[config.mk]
export PLATFORM = sky130hd
export DESIGN_NAME = rcb_arb_flat
export DESIGN_NICKNAME = d
export VERILOG_FILES = /design/src/rtl/strategy_pkg.sv /design/src/rtl/rcb_arb_if.sv /design/src/rtl/rcb_arb.sv /design/src/flat_wrapper.sv
export SDC_FILE = /design/constraint.sdc
export NUM_CORES = 1
export LEC_CHECK = 0
export ABC_AREA = 1
export CORE_AREA = 3 3 144 146
export DETAILED_ROUTE_END_ITERATION = 10
export DIE_AREA = 0 0 147 149
export PLACE_DENSITY_LB_ADDON = 0.12
export SETUP_SLACK_MARGIN = 0.3
export SLEW_MARGIN = 0
export SYNTH_ARGS = -nofsm -noshare
export SYNTH_HDL_FRONTEND = slang
export SYNTH_SLANG_ARGS = --single-unit
[constraint.sdc]
create_clock -name clk -period 1.4 [get_ports clk]
set_clock_uncertainty 0.05 [all_clocks]
set_input_delay 0.28 -clock clk [delete_from_list [all_inputs] [get_ports clk]]
set_output_delay 0.28 -clock clk [all_outputs]
set_load 0.05 [all_outputs]
[src/rtl/strategy_pkg.sv]
// Shared types and default RCB table geometry for the strategy wrapper.
package strategy_pkg;

  typedef enum logic [1:0] {
    IDLE    = 2'd0,
    RD_WAIT = 2'd1,
    RD_DONE = 2'd2
  } arb_state_e;

  localparam int SRCB_AW = 14;
  localparam int SRCB_DW = 64;
  localparam int PRCB_AW = 12;
  localparam int PRCB_DW = 64;
  localparam int VRCB_AW = 12;
  localparam int VRCB_DW = 64;
  localparam int ORCB_AW = 14;
  localparam int ORCB_DW = 64;

  localparam int WAIT_CNT_W = 16;

endpackage

[src/rtl/rcb_arb_if.sv]
// Host (HPB) access channel into one RCB arbiter: request fields plus grant/read-return.
interface rcb_arb_if #(
  parameter int RAM_WIDTH  = 64,
  parameter int ADDR_WIDTH = 14
);
  logic                  hst_req;
  logic                  hst_wr;
  logic [ADDR_WIDTH-1:0] hst_addr;
  logic [RAM_WIDTH-1:0]  hst_wdata;
  logic                  hst_ack;
  logic [RAM_WIDTH-1:0]  hst_rdata;
  logic                  hst_rvalid;

  modport master (
    output hst_req, hst_wr, hst_addr, hst_wdata,
    input  hst_ack, hst_rdata, hst_rvalid
  );

  modport slave (
    input  hst_req, hst_wr, hst_addr, hst_wdata,
    output hst_ack, hst_rdata, hst_rvalid
  );
endinterface

[src/rtl/rcb_arb.sv]
// Single-port RCB RAM arbiter: strategy reads pass straight through, host
// accesses slot into cycles between ticks, with a sticky starvation flag.
module rcb_arb
  import strategy_pkg::*;
#(
  parameter int RAM_WIDTH  = 64,
  parameter int ADDR_WIDTH = 14,
  parameter int MAX_WAIT   = 1024
) (
  input  logic                  clk,
  input  logic                  reset_n,
  input  logic                  sef_busy,
  input  logic                  sef_read,
  input  logic [ADDR_WIDTH-1:0] t2t_rd_addr,
  rcb_arb_if.slave              hst,
  input  logic                  stat_clr,
  output logic                  hst_starve,
  output logic                  ram_en,
  output logic                  ram_we,
  output logic [ADDR_WIDTH-1:0] ram_addr,
  output logic [RAM_WIDTH-1:0]  ram_wdata,
  input  logic [RAM_WIDTH-1:0]  ram_rdata,
  output logic [RAM_WIDTH-1:0]  rcb_data
);

  localparam logic [WAIT_CNT_W-1:0] WAIT_LAST = WAIT_CNT_W'(MAX_WAIT - 1);

  arb_state_e              state, state_nxt;
  logic                    grant;
  logic                    wait_inc;
  logic                    starve_set;
  logic [WAIT_CNT_W-1:0]   wait_cnt;
  logic [RAM_WIDTH-1:0]    rdata_q;

  always_ff @(posedge clk or negedge reset_n) begin
    if (!reset_n) state <= IDLE;
    else          state <= state_nxt;
  end

  // Port drive is gated by reset_n so the RAM sees a quiet port during reset.
  always_comb begin
    state_nxt = state;
    grant     = 1'b0;
    ram_en    = 1'b0;
    ram_we    = 1'b0;
    ram_addr  = '0;
    ram_wdata = '0;
    unique case (state)
      IDLE: begin
        if (reset_n && hst.hst_req && !sef_read && !sef_busy) begin
          grant = 1'b1;
          if (!hst.hst_wr) state_nxt = RD_WAIT;
        end
      end
      RD_WAIT: state_nxt = RD_DONE;
      RD_DONE: state_nxt = IDLE;
      default: state_nxt = IDLE;
    endcase
    if (reset_n && sef_read) begin
      ram_en   = 1'b1;
      ram_addr = t2t_rd_addr;
    end else if (grant) begin
      ram_en    = 1'b1;
      ram_we    = hst.hst_wr;
      ram_addr  = hst.hst_addr;
      ram_wdata = hst.hst_wdata;
    end
  end

  assign hst.hst_ack    = grant;
  assign hst.hst_rvalid = (state == RD_DONE);
  assign hst.hst_rdata  = rdata_q;
  assign rcb_data       = ram_rdata;

  // RD_WAIT is the RAM output cycle of the granted host read.
  always_ff @(posedge clk or negedge reset_n) begin
    if (!reset_n)              rdata_q <= '0;
    else if (state == RD_WAIT) rdata_q <= ram_rdata;
  end

  assign wait_inc   = hst.hst_req && !grant;
  // WAIT_LAST never equals all-ones, so a saturated counter cannot re-fire.
  assign starve_set = wait_inc && (wait_cnt == WAIT_LAST);

  always_ff @(posedge clk or negedge reset_n) begin
    if (!reset_n)               wait_cnt <= '0;
    else if (!wait_inc)         wait_cnt <= '0;
    else if (wait_cnt != '1)    wait_cnt <= wait_cnt + 1'b1;
  end

  always_ff @(posedge clk or negedge reset_n) begin
    if (!reset_n)        hst_starve <= 1'b0;
    else if (starve_set) hst_starve <= 1'b1;
    else if (stat_clr)   hst_starve <= 1'b0;
  end

endmodule

[src/flat_wrapper.sv]
// flat-port wrapper written by rule: the top's interface ports become plain ports
module rcb_arb_flat import strategy_pkg::*;
#(
  parameter int RAM_WIDTH  = 64,
  parameter int ADDR_WIDTH = 14,
  parameter int MAX_WAIT   = 1024
)
  (clk, reset_n, sef_busy, sef_read, t2t_rd_addr, stat_clr, hst_starve, ram_en, ram_we, ram_addr, ram_wdata, ram_rdata, rcb_data, hst_hst_req, hst_hst_wr, hst_hst_addr, hst_hst_wdata, hst_hst_ack, hst_hst_rdata, hst_hst_rvalid);
  rcb_arb_if #(.RAM_WIDTH(RAM_WIDTH), .ADDR_WIDTH(ADDR_WIDTH)) hst_i ();
  input  logic clk;
  input  logic reset_n;
  input  logic sef_busy;
  input  logic sef_read;
  input  logic [ADDR_WIDTH-1:0] t2t_rd_addr;
  input  logic stat_clr;
  output logic hst_starve;
  output logic ram_en;
  output logic ram_we;
  output logic [ADDR_WIDTH-1:0] ram_addr;
  output logic [RAM_WIDTH-1:0] ram_wdata;
  input  logic [RAM_WIDTH-1:0] ram_rdata;
  output logic [RAM_WIDTH-1:0] rcb_data;
  input wire logic [$bits(hst_i.hst_req)-1:0] hst_hst_req;
  input wire logic [$bits(hst_i.hst_wr)-1:0] hst_hst_wr;
  input wire logic [$bits(hst_i.hst_addr)-1:0] hst_hst_addr;
  input wire logic [$bits(hst_i.hst_wdata)-1:0] hst_hst_wdata;
  output wire logic [$bits(hst_i.hst_ack)-1:0] hst_hst_ack;
  output wire logic [$bits(hst_i.hst_rdata)-1:0] hst_hst_rdata;
  output wire logic [$bits(hst_i.hst_rvalid)-1:0] hst_hst_rvalid;
  assign hst_i.hst_req = hst_hst_req;
  assign hst_i.hst_wr = hst_hst_wr;
  assign hst_i.hst_addr = hst_hst_addr;
  assign hst_i.hst_wdata = hst_hst_wdata;
  assign hst_hst_ack = hst_i.hst_ack;
  assign hst_hst_rdata = hst_i.hst_rdata;
  assign hst_hst_rvalid = hst_i.hst_rvalid;
  rcb_arb #(.RAM_WIDTH(RAM_WIDTH), .ADDR_WIDTH(ADDR_WIDTH), .MAX_WAIT(MAX_WAIT)) u_core (.clk(clk), .reset_n(reset_n), .sef_busy(sef_busy), .sef_read(sef_read), .t2t_rd_addr(t2t_rd_addr), .hst(hst_i), .stat_clr(stat_clr), .hst_starve(hst_starve), .ram_en(ram_en), .ram_we(ram_we), .ram_addr(ram_addr), .ram_wdata(ram_wdata), .ram_rdata(ram_rdata), .rcb_data(rcb_data));
endmodule
# After elaboration in Yosys (flattened, before gate mapping)
# Index checks and enable logic that the tools add are counted.
[word_totals]
ff_bits = 83
output_inout_bits = 211
wordCells = 41
[op_classes]
n_addsub = 1
eq_ne = 7
n_mux = 17
reduce_logical = 12
[op_table]
columns = ["operator", "count"]
rows = [
  ["64-bit two-way mux", 2],
  ["16-bit two-way mux", 2],
  ["14-bit two-way mux", 2],
  ["16-bit by 1-bit adder with 16-bit output (second input constant)", 1],
  ["16-bit by 10-bit equality test with 1-bit output (second input constant)", 1],
  ["16-bit inequality test (second input constant)", 1],
  ["1-bit two-way mux", 8],
  ["1-bit logical AND", 6],
  ["2-bit two-way mux", 2],
  ["2-bit inequality test (second input constant)", 2],
  ["2-bit one-hot mux with 2 select lines", 1],
  ["1-bit zero test", 3],
  ["2-bit by 1-bit equality test with 1-bit output (second input constant)", 1],
  ["2-bit equality test (second input constant)", 1],
  ["2-bit zero test", 1],
  ["2-bit by 1-bit inequality test with 1-bit output (second input constant)", 1],
  ["2-bit AND reduction", 1],
  ["2-bit nonzero test", 1],
]

# Logic depth before layout (Yosys ltp)
[logic_depth]
word_depth = 9
mapped_depth = 8
mapped_depth_nobuf = 8

# Worst setup path before layout
# Ideal clock, no wire load.
[synth_timing]
path_kind = "reg-to-output"
from = "register u_core.state[1]"
to = "output ram_wdata[54]"
arrival_time_ns = 1.633
t_required_ns = 1.070
setup_slack_ns = -0.563
stages_incl_launch_ff = 6
cell_sequence = "dfrtp_1 nor2_1 nand3_2 buf_2 buf_2 nor2_1"
[synth_via]
elab_chain_len = 4
[synth_lines]
columns = ["element", "line", "text"]
rows = [
  ["start, declared", "rcb_arb.sv:28", "arb_state_e state, state_nxt;"],
  ["start signal, assigned", "rcb_arb.sv:37", "else state <= state_nxt;"],
  ["2-bit zero test", "rcb_arb.sv:48", "unique case (state)"],
  ["1-bit two-way mux", "rcb_arb.sv:48", ""],
  ["64-bit two-way mux", "rcb_arb.sv:62", "end else if (grant) begin"],
  ["64-bit two-way mux", "rcb_arb.sv:59", "if (reset_n && sef_read) begin"],
  ["end, declared", "flat_wrapper.sv:20", "output logic [RAM_WIDTH-1:0] ram_wdata;"],
]
# No other way between the ends.

# Final worst setup path
[layout_timing]
from = "register u_core.state[1]"
to = "output ram_wdata[60]"
# Same word-level chain as after synthesis.

==> results summary <==
The share of total power in combinational logic came out at 0.513. Of the total synthesized cell area, the portion taken by XOR and XNOR cells is 0.007384. The headroom to the max-slew limit is 0.5651. Of the post-synthesis cell area, the part taken by muxes is 0. TritonCTS built the clock tree. The share of cells above drive strength 1 came out at 0.4387. The count of final max-slew check failures came out at 0.

The total via count after detailed routing came out at 5562. The share of power burned in the clock network is 0.217. The slowest stage of the critical path belongs to the cell sky130_fd_sc_hd__dfrtp_1. The die area came out at ~0.022 sq mm. The row count is 51. After synthesis, the largest family of logic cells by area is simple AND/OR/NAND/NOR gates. In the final design database the tool counted 1219 nets. The number of global-route vias before repair is 5665. Walking the worst path, the cells encountered are nor2_2 > nand3_4 > buf_12 > buf_12 > nor2_4 > buf_12. The count of unique library cells instantiated by Yosys is 28. In this run the remaining antenna-violating nets after routing total 0. The number of clock sinks came out at 83.

The maximum single-stage delay on the critical path is 0.40 ns. STA puts the critical path data required time at 1.07 ns. The worst hold slack came out at 0.05413 ns. The power per cell area is 994.1 mW/mm^2. Synthesis produced a netlist whose cell count is 666. The compound-gate portion of the synthesized area came out at 0.02584.

In this run the standard cell core region covers 0.01953 sq mm. The pin count of the biggest net entering global routing is approximately 50. The count of buffers added on input and output ports is 373. The total of flip-flops plus latches after synthesis is 83. The number of failing hold endpoints at the final stage was 0. Dividing the detail-routed wire length by the instance count gives 17.35 microns. Data arrives at the worst endpoint at 1.69 ns. In the finished design, the share of the clock period the worst path needs comes to 1.444. Summed over all nets, the switching power comes to roughly 4800 uW.

The number of buffers created by CTS is 9. The post-synthesis cell area came out at between 0.004 and 0.005 sq mm. The number of ports placed on the die boundary came out at about 370. After detailed routing, the total wire length is 23030 microns. The initial antenna violation count came out at 2.

For this run, design rule violations remaining after detail routing come to 0. The tree is rooted in a sky130_fd_sc_hd__clkbuf_16. The share of total power dissipated in sequential elements is 0.270. The post-layout instance area came out at 0.01255 sq mm.

The H-tree depth is 3. The standby leakage power came out at 0.005901 uW. In the layout the commonest cells are sky130_fd_sc_hd__nand2_1 (252), sky130_fd_sc_hd__buf_12 (217), sky130_fd_sc_hd__clkdlybuf4s50_1 (94), sky130_fd_sc_hd__dfrtp_1 (82), sky130_fd_sc_hd__nor2_4 (69). Relative to the synthesized area, the layout overhead comes to 164.5%. The number of enable-type register cells in the synthesized netlist came out at 0.

The wire length of the first global-routing pass is 34120 microns. The initial standard-cell utilization of the core is 0.2430. The worst hold path belongs to the class input port to async pin. The overall routing resource usage came out at 0.2025.

The via density per instance is 4.191. The iteration count of the initial detailed-routing pass came out at 6. The checks that failed: negative setup slack.

Of the total synthesized cell area, the portion taken by full adders, half adders and majority gates is 0.002637. Counting along the longest clock path gives a buffer depth of 2. The total of max-cap violations came out at 0.

Routability-driven placement finished with a final weighted congestion of 0.8315. The hold buffer count at CTS is 0. The launching element type of the critical path is a flip-flop. The cell-internal power is between 7000 and 8000 uW. The number of nets in the synthesized netlist came out at 830. The clock latency reported for the late side of the worst-skew pair is 0.34 ns.

The detailed router's first-iteration violation count came out at 153. The width of the die came out at 147 microns. The category of the worst setup path capture point is an output pin. After layout, the design draws a total of roughly 12000 uW. The instance area at placement is 0.01119 sq mm. The synthesized-area fraction occupied by and/or/nand/nor cells came out at 0.3536. The post-CTS clock slew at the launch and capture registers of the worst setup and hold paths came out at 0.07 ns. The highest clock frequency the design can meet came out at 494.8 MHz. Each instance of the synthesized netlist takes up on average 7.124 sq um.

The slack of the critical path is -0.6210 ns. The minimum clock period after layout came out at 2.021 ns. For the pin with the worst max-slew slack, the measured transition is 0.6523 ns. For this run, the number of Yosys warnings is 0. Counting stages on the worst path, the most repeated cell is sky130_fd_sc_hd__buf_12. The share of async-settable or async-resettable flops after synthesis is 1.000.

Counting both buffers and inverters, the worst setup path holds a total of 3. The register area share after synthesis came out at 0.4378. The flow ran to the end, but the final reports show violations. The path type of the worst setup path is flip-flop to output pin. The vertical extent of the die came out at 149 microns.

The highest net fanout along the worst path came out at 13. Setup repair after global routing could not meet its margin everywhere. The half-perimeter wire length of the detailed placement result is between 15000 and 20000 microns. Setup violations remaining at the end of the flow were counted as 147. For this run, the leading register cell type out of synthesis is sky130_fd_sc_hd__dfrtp_1.

Leaving out fill and tap cells, the most frequent cell in the layout is sky130_fd_sc_hd__nand2_1. The category of cells accounting for the largest share of critical-path delay is buffers and inverters. The worst voltage drop across the vdd grid is 0.0009748 V. The switching portion of total power is 0.3867. Summed over all layers, the global routing overflow is 0.
-- Yosys cell counts (3+ instances only) --
cell	n	area share
sky130_fd_sc_hd__a22o_1	6	0.011
sky130_fd_sc_hd__nand3_1	21	0.022
sky130_fd_sc_hd__nand2_1	292	0.23
sky130_fd_sc_hd__o21ai_0	4	0.0042
sky130_fd_sc_hd__nand2_4	3	0.0071
sky130_fd_sc_hd__nor2_4	3	0.0071
sky130_fd_sc_hd__dfrtp_1	83	0.44
sky130_fd_sc_hd__nand4_1	5	0.0066
sky130_fd_sc_hd__clkbuf_1	6	0.0047
sky130_fd_sc_hd__nor2_1	85	0.067
sky130_fd_sc_hd__inv_1	50	0.040
sky130_fd_sc_hd__buf_4	65	0.10
sky130_fd_sc_hd__nand2_2	4	0.0053
sky130_fd_sc_hd__xnor2_1	3	0.0055
sky130_fd_sc_hd__buf_2	20	0.021
-- power by group through the flow --
stage	clock network, uW	registers (uW)	logic (uW)
4_1_cts	2760	3350	6200
5_1_grt	2860	3420	6660
6_report	2710	3370	6400
3_5_place_dp	0	3380	6150
3_3_place_gp	0	3360	6140
2_1_floorplan	0	4690	1310
-- sequential cells by signal, summed over array words and instances (netlist names) --
| register | count |
|---|---|
| u_core.hst_starve | 1 |
| u_core.state | 2 |
| u_core.wait_cnt | 16 |
| u_core.hst.hst_rdata | 64 |
-- worst paths after layout --
| path | start | endpoint | slack, ns | depth (start not counted) |
|---|---|---|---|---|
| worst max-delay path | u_core.state[1]$_DFFE_PN0P_ | ram_wdata[60] | -0.62 | 6 |
| worst min-delay path | reset_n | u_core.hst.hst_rdata[36]$_DFFE_PN0N_ | 0.05 | 3 |
| worst max register to register | u_core.state[1]$_DFFE_PN0P_ | u_core.wait_cnt[11]$_DFFE_PN0P_ | -0.27 | 9 |
| worst min register to register | u_core.hst.hst_rdata[23]$_DFFE_PN0N_ | u_core.hst.hst_rdata[23]$_DFFE_PN0N_ | 0.48 | 2 |
| max in group asynchronous | reset_n | u_core.hst.hst_rdata[25]$_DFFE_PN0N_ | 0.68 | 3 |
| min in group clk | ram_rdata[5] | u_core.hst.hst_rdata[5]$_DFFE_PN0N_ | 0.28 | 3 |
-- metal layers --
metal / vias up / global-route usage / wire, microns / share of wire
li1: 2728 / - / - / -
met1: 2566 / 0.2215 / 8313 / 0.36
met2: 247 / 0.3708 / 12300 / 0.53
met3: 21 / 0.07201 / 2059 / 0.089
met4: 0 / 0.05685 / 354 / 0.015
met5: - / 0 / 0 / 0
-- through the flow --
| step | setup WS [ns] | instances | setup TNS [ns] | util |
|---|---|---|---|---|
| 6_report | -0.6210 | 1327 | -51.64 | 0.6428 |
| 5_1_grt | -0.6732 | 1327 | -59.16 | 0.6428 |
| 4_1_cts | -0.6268 | 1297 | -50.60 | 0.6232 |
| 3_5_place_dp | -0.6426 | 1254 | -55.56 | 0.5732 |
| 3_3_place_gp | -0.6409 | 1254 | -55.65 | 0.5732 |
| 2_1_floorplan | -0.1995 | 666 | -12.70 | - |
-- cells by family (layout without fill, tap and decap cells) --
kind of cell	after synthesis	count (layout)
buffers and inverters	144	537
XOR/XNOR	4	4
other	0	2
flip-flops	83	83
AO/OA/AOI/OAI	16	16
AND/OR/NAND/NOR	418	419
adder cells (fa/ha/maj)	1	1
-- final cells by class --
type                    instances  area [sq um]
clock inverters                 5         82.58
diodes                          2         5.005
repair buffers                468          7003
clock buffers                  11         252.7
multi-input cells             440          2569
repair inverters                1         11.26
inverters                      52         217.7
flip-flops and latches         83          2078
well taps                     265         331.6
fillers                      1581          6975
-- worst min-delay path, delay by kind of cell --
| family | cells | cell delay, ns |
|---|---|---|
| buf+inv | 3 | 0.61 |
-- repair_timing --
action | in CTS | in global routing
gates cloned | 14 | 3
endpoints found under the setup margin | 292 | 230
hold endpoints to repair | 0 | 0
gates resized for setup | 123 | 47
setup buffers | 13 | 25
pin swaps | 3 | 4
Power figures use the tool's default switching activity.
